**src/rtl/cla_add32_pipe.sv**
```systemverilog
// Two-stage pipelined 32-bit adder built from two 16-bit carry-lookahead halves.
// Optional signed-overflow output is enabled by defining CLA_PIPE_OVF_EN.

module cla_adder16 (
  input  logic [15:0] i_a,
  input  logic [15:0] i_b,
  input  logic        i_cin,
  output logic [15:0] o_sum,
  output logic        o_cout
);

  localparam int unsigned W  = 16;
  localparam int unsigned GW = 4;
  localparam int unsigned NG = W / GW;

  logic [W-1:0]  w_g;
  logic [W-1:0]  w_p;
  logic [W:0]    w_c;
  logic [NG-1:0] w_gg;
  logic [NG-1:0] w_gp;
  logic [NG:0]   w_gc;

  // Per-group generate/propagate, then lookahead across the four groups.
  always_comb begin
    w_g  = i_a & i_b;
    w_p  = i_a ^ i_b;
    w_gg = '0;
    w_gp = '0;
    w_gc = '0;
    w_c  = '0;
    for (int j = 0; j < int'(NG); j++) begin
      w_gg[j] = w_g[GW*j+3]
              | (w_p[GW*j+3] & w_g[GW*j+2])
              | (w_p[GW*j+3] & w_p[GW*j+2] & w_g[GW*j+1])
              | (w_p[GW*j+3] & w_p[GW*j+2] & w_p[GW*j+1] & w_g[GW*j]);
      w_gp[j] = &w_p[GW*j +: GW];
    end
    w_gc[0] = i_cin;
    w_gc[1] = w_gg[0] | (w_gp[0] & i_cin);
    w_gc[2] = w_gg[1] | (w_gp[1] & w_gg[0]) | (w_gp[1] & w_gp[0] & i_cin);
    w_gc[3] = w_gg[2] | (w_gp[2] & w_gg[1]) | (w_gp[2] & w_gp[1] & w_gg[0])
            | (w_gp[2] & w_gp[1] & w_gp[0] & i_cin);
    w_gc[4] = w_gg[3] | (w_gp[3] & w_gg[2]) | (w_gp[3] & w_gp[2] & w_gg[1])
            | (w_gp[3] & w_gp[2] & w_gp[1] & w_gg[0])
            | (w_gp[3] & w_gp[2] & w_gp[1] & w_gp[0] & i_cin);
    for (int j = 0; j < int'(NG); j++) begin
      w_c[GW*j] = w_gc[j];
      for (int i = 0; i < int'(GW) - 1; i++) begin
        w_c[GW*j+i+1] = w_g[GW*j+i] | (w_p[GW*j+i] & w_c[GW*j+i]);
      end
    end
    w_c[W] = w_gc[NG];
  end

  assign o_sum  = w_p ^ w_c[W-1:0];
  assign o_cout = w_c[W];

endmodule

module cla_add32_pipe (
  input  logic        clk,
  input  logic        rst_n,
  input  logic        in_valid,
  output logic        in_ready,
  input  logic [31:0] a,
  input  logic [31:0] b,
  input  logic        carry_in,
  output logic        out_valid,
  input  logic        out_ready,
  output logic [31:0] sum,
  output logic        carry_out,
  output logic        ovf
);

  localparam int unsigned HW = 16;

  logic [HW-1:0] r_s1_sum_lo;
  logic          r_s1_c16;
  logic [HW-1:0] r_s1_a_hi;
  logic [HW-1:0] r_s1_b_hi;
  logic          r_s1_valid;
  logic [31:0]   r_sum;
  logic          r_carry_out;
  logic          r_out_valid;

  logic [HW-1:0] w_lo_sum;
  logic          w_lo_cout;
  logic [HW-1:0] w_hi_sum;
  logic          w_hi_cout;
  logic          w_s2_free;
  logic          w_accept;
  logic          w_xfer;

  cla_adder16 lo (
    .i_a    (a[HW-1:0]),
    .i_b    (b[HW-1:0]),
    .i_cin  (carry_in),
    .o_sum  (w_lo_sum),
    .o_cout (w_lo_cout)
  );

  cla_adder16 hi (
    .i_a    (r_s1_a_hi),
    .i_b    (r_s1_b_hi),
    .i_cin  (r_s1_c16),
    .o_sum  (w_hi_sum),
    .o_cout (w_hi_cout)
  );

  // No skid buffer: S1 can take a beat only if it is empty or draining this cycle.
  assign w_s2_free = !r_out_valid || out_ready;
  assign in_ready  = !r_s1_valid || w_s2_free;
  assign w_accept  = in_valid && in_ready;
  assign w_xfer    = r_s1_valid && w_s2_free;

  always_ff @(posedge clk or negedge rst_n) begin
    if (!rst_n) begin
      r_s1_valid  <= 1'b0;
      r_s1_sum_lo <= '0;
      r_s1_c16    <= 1'b0;
      r_s1_a_hi   <= '0;
      r_s1_b_hi   <= '0;
    end else if (w_accept) begin
      r_s1_valid  <= 1'b1;
      r_s1_sum_lo <= w_lo_sum;
      r_s1_c16    <= w_lo_cout;
      r_s1_a_hi   <= a[31:HW];
      r_s1_b_hi   <= b[31:HW];
    end else if (w_xfer) begin
      r_s1_valid  <= 1'b0;
    end
  end

  always_ff @(posedge clk or negedge rst_n) begin
    if (!rst_n) begin
      r_out_valid <= 1'b0;
      r_sum       <= '0;
      r_carry_out <= 1'b0;
    end else if (w_xfer) begin
      r_out_valid <= 1'b1;
      r_sum       <= {w_hi_sum, r_s1_sum_lo};
      r_carry_out <= w_hi_cout;
    end else if (out_ready) begin
      r_out_valid <= 1'b0;
    end
  end

`ifdef CLA_PIPE_OVF_EN
  logic [1:0] r_s1_sgn;
  logic       r_ovf;

  always_ff @(posedge clk or negedge rst_n) begin
    if (!rst_n) begin
      r_s1_sgn <= '0;
    end else if (w_accept) begin
      r_s1_sgn <= {a[31], b[31]};
    end
  end

  // Overflow: operands share a sign that the result does not.
  always_ff @(posedge clk or negedge rst_n) begin
    if (!rst_n) begin
      r_ovf <= 1'b0;
    end else if (w_xfer) begin
      r_ovf <= (r_s1_sgn[1] == r_s1_sgn[0]) && (w_hi_sum[HW-1] != r_s1_sgn[1]);
    end
  end

  assign ovf = r_ovf;
`else
  assign ovf = 1'b0;
`endif

  assign out_valid = r_out_valid;
  assign sum       = r_sum;
  assign carry_out = r_carry_out;

endmodule

```
**config.mk**
```make
export PLATFORM = sky130hd
export DESIGN_NAME = cla_add32_pipe
export DESIGN_NICKNAME = d
export VERILOG_FILES = /design/src/rtl/cla_add32_pipe.sv
export SDC_FILE = /design/constraint.sdc
export NUM_CORES = 1
export LEC_CHECK = 0
export ABC_AREA = 1
export CAP_MARGIN = 20
export CORE_ASPECT_RATIO = 0.7
export CORE_MARGIN = 1
export CORE_UTILIZATION = 51
export CTS_BUF_LIST = sky130_fd_sc_hd__clkbuf_16
export CTS_CLUSTER_SIZE = 25
export DETAILED_ROUTE_END_ITERATION = 10
export GPL_TIMING_DRIVEN = 0
export HOLD_SLACK_MARGIN = 0.03
export PLACE_DENSITY = 0.77
export SYNTH_ARGS = -nofsm -noshare
export SYNTH_HDL_FRONTEND = slang
export SYNTH_HIERARCHICAL = 1
export SYNTH_SLANG_ARGS = --single-unit
export TNS_END_PERCENT = 20
```
**constraint.sdc**
```tcl
create_clock -name clk -period 3.21 [get_ports clk]
set_input_delay 0.321 -clock clk [delete_from_list [all_inputs] [get_ports clk]]
set_output_delay 0.321 -clock clk [all_outputs]
set_load 0.005 [all_outputs]
```
==> results.sh <==
export IMPL_nets=789
export IMPL_synthCells=549
export IMPL_post_drt_wl_per_cell_um=14.20
export IMPL_crit_family="adder cells"
export IMPL_syn_num_nets=674
export IMPL_grt_pass1_wl_mm=18.90
export IMPL_place_congestion=0.8680
export IMPL_dp_hpwl_mm=8.643
export IMPL_crit_chain="clkdlybuf4s50_1, ha_1, nand2_2, nor2_1, nor2_1, nand2_1, nand2_1, nand2_2, nand2_1, nand2_1, fa_1, fa_1, fa_1, xor2_1, nand3_1, nand2_1"
export IMPL_setup_viol=0
export IMPL_postRouteAntennaNets=0
export IMPL_synth_seq_cells=84
export IMPL_seq_area_frac_synth_pct=43.64
export IMPL_finalNonFillerCells=793
export IMPL_crit_required_ns=3.44
export IMPL_synthMuxAreaShare_pct=0
export IMPL_cts_buffer_depth=2
export IMPL_fin_worst_skew_ns=0.01056
export IMPL_cts_tree="yes"
export IMPL_fp_dieH_um=83.31
export IMPL_worst_pin_slew_ns=0.5948
export IMPL_critPathLaunchType="input pin"
export IMPL_cts_clk_slew_worst_paths_ns=0.06
export IMPL_critPathLaunch="a[3]"
export IMPL_synth_compound_area_share_pct=0.8312
export IMPL_status="completed"
export IMPL_initial_utilization_pct=52.89
export IMPL_pin_count=105
export IMPL_hold_violations=0
export IMPL_async_flop_share_pct=100.0
export IMPL_synth_top_area_cell="dfrtp_1"
export IMPL_cts_setup_buffers=0
export IMPL_synthFlopType="dfrtp_1"
export IMPL_area_delta_synth_final_pct=31.07
export IMPL_finalCritPeriodShare_pct=92.25
export IMPL_rsz0062_at_grt="false"
export IMPL_final_layout_size_suffix_gt1_share_pct=7.623
export IMPL_slowest_delay_ns=0.40
export IMPL_die_w_um=118.2
export IMPL_finish_utilization_pct=69.32
export IMPL_cp_slowest_cell="clkdlybuf4s50_1"
export IMPL_synth_top_cell_area_share_pct=43.64
export IMPL_routed_via_density=5.119
export IMPL_worstSetupPathType="in2reg"
export IMPL_drt_iter0_drc=287
export IMPL_critical_path_most_common_cell="nand2_1"
export IMPL_synth_edf_count=0
export IMPL_clock_sinks=84
export IMPL_slew_violations=0
export IMPL_htree_levels=3
export IMPL_max_slew_margin_rel_pct=60.35
export IMPL_cp_max_fo=3
export IMPL_grt_overflow=0
export IMPL_vias=4059
export IMPL_die_area_um2=9844
export IMPL_clkLatencyLatePin_ns=0.34
export IMPL_syn_avg_cell_area_um2=8.774
export IMPL_antenna_found_initial=0
export IMPL_drt_total_wl_mm=11.26
export IMPL_nFillCells=717
export IMPL_synth_top_family_by_area="simple AND/OR/NAND/NOR gates"
export IMPL_p_leak_nw=3.260
export IMPL_syn_area_um2=4817
export IMPL_cts_buffers_inserted=9
export IMPL_max_cap_violations=0
export IMPL_synthAdderAreaFrac_pct=18.29
export IMPL_fmax_mhz=337.7
export IMPL_grt_max_degree=63
export IMPL_rows=29
export IMPL_route_detailed_drc=0
export IMPL_synth_most_common_cell="nand2_1"
export IMPL_power_mw=3.894
export IMPL_power_density_nw_per_um2=616.8
export IMPL_cts_root_buffer="clkbuf_16"
export IMPL_ir_drop_uv=304.2
export IMPL_hp_class="in2async"
export IMPL_diodes=0
export IMPL_synth_distinct_cells=22
export IMPL_synth_warnings=6
export IMPL_cp_data_arrival_time_ns=3.19
export IMPL_grt_pass1_vias=4061
export IMPL_drt_pass1_iterations=5
export IMPL_yosys_area_share_simple_pct=29.06
export IMPL_setup_tns_final_ns=0
export IMPL_dp_cells=776
export IMPL_coreArea_um2=9107
export IMPL_synthXorXnorAreaFrac_pct=1.455
export IMPL_endpoint_kind="register"
export IMPL_crit_buf_inv=1
export IMPL_period_needed_ns=2.961
export IMPL_grt_usage_pct=24.50
export IMPL_r2r_start="r_s1_a_hi[3]"
export IMPL_synthTopCellsByArea="dfrtp_1 44%, nand2_1 16%, fa_1 10%"
export IMPL_port_buffers=102
export IMPL_yosys_top_cells_count="202 x nand2_1, 94 x nand3_1, 84 x dfrtp_1"
-- power by group --
| group | switching [mW] | internal [mW] |
|---|---|---|
| sequential | 0.199 | 1.35 |
| combinational | 0.637 | 0.718 |
| clock | 0.401 | 0.593 |
-- what timing repair did --
action,4_1_cts,5_1_grt
hold buffers,1,0
gates resized for setup,0,0
hold endpoints to repair,22,0
endpoints found under the setup margin,0,0
-- metrics by stage --
stage               hold WS, ns  cell area, um2  worst slack, ns
CTS                      0.4316            6314           0.2563
detailed placement       0.2379            6018         -0.09009
finish                   0.4266            6314           0.2489
floorplan               0.02541            4817           0.5141
global route             0.4479            6314          0.05868
global placement         0.4534            5993           -1.059
-- worst register-to-register path, cell delays in order (launching register included) --
cell and delay, ns:
dfrtp_1 0.39, ha_1 0.35, nand2_2 0.10, nor2_1 0.05
nor2_1 0.07, nand2_1 0.12, nand2_1 0.10, nand2_2 0.08
nand2_1 0.06, nand2_1 0.06, fa_1 0.37, fa_1 0.40
fa_1 0.39, xor2_1 0.15, nand3_1 0.09, nand2_1 0.06
-- placed cells by master (no fill, tap or decap) --
master / synthesis / layout
xnor2_1: 4 / 4
a21oi_1: 8 / 8
conb_1: 1 / 1
inv_1: 41 / 43
nor3b_1: 2 / 2
clkdlybuf4s50_1: 0 / 101
nand3_1: 94 / 94
inv_2: 2 / 2
nand2_2: 7 / 7
clkinv_1: 0 / 1
nor2_1: 10 / 10
buf_4: 12 / 13
xor2_1: 4 / 4
ha_1: 32 / 32
clkinv_4: 0 / 1
fa_1: 24 / 24
nor3_4: 2 / 2
nand3_4: 1 / 1
buf_16: 0 / 1
bufinv_16: 0 / 1
dfrtp_1: 84 / 84
nand4_1: 2 / 2
buf_2: 9 / 9
clkbuf_1: 5 / 5
clkbuf_16: 0 / 9
nor2_2: 2 / 2
clkinv_2: 0 / 2
dlygate4sd3_1: 0 / 1
nand2_1: 202 / 202
clkbuf_2: 1 / 1
-- per-layer routing --
layer	vias to the layer above	wire length, um	track usage (%)
li1	1972	-	-
met1	1940	4978	32.12
met2	122	5345	40.64
met3	25	682	6.044
met4	0	252	6.760
met5	-	0	0
-- state kept, by name, summed over array words and instances (netlist names) --
signal       flops
carry_out        1
out_valid        1
r_s1_a_hi       16
r_s1_b_hi       16
r_s1_c16         1
r_s1_sum_lo     16
r_s1_valid       1
sum             32
-- area by class of cell --
| class | count | area [um2] | share of cell area, % |
|---|---|---|---|
| Clock inverter | 7 | 60.06 | 0.9512 |
| Inverter | 43 | 161.4 | 2.556 |
| Buffer | 27 | 158.9 | 2.517 |
| Multi-Input combinational cell | 395 | 2395 | 37.93 |
| Sequential cell | 84 | 2102 | 33.29 |
| Tap cell | 124 | 155.1 | 2.457 |
| Clock buffer | 9 | 225.2 | 3.567 |
| Timing Repair Buffer | 104 | 1056 | 16.73 |
-- worst paths after layout --
path,to,slack (ns),cells past startpoint
worst min-delay path,sum[29],0.43,2
worst min register to register,r_s1_sum_lo[11],0.47,2
worst max register to register,sum[31],0.26,15
worst max-delay path,r_s1_sum_lo[15],0.25,16
max in group asynchronous,r_s1_b_hi[5],2.19,3
min in group clk,r_s1_sum_lo[9],0.45,4
-- kinds of logic (layout without fill, tap and decap cells) --
family                     Yosys count  count (layout)
AOI/OAI and AO/OA                    8               8
xor gates and xnor gates             8               8
adders and majority gates           56              56
buffers and inverters               70             190
DFF                                 84              84
other                                1               1
and+or+nand+nor                    322             322
Power figures use the tool's default switching activity.
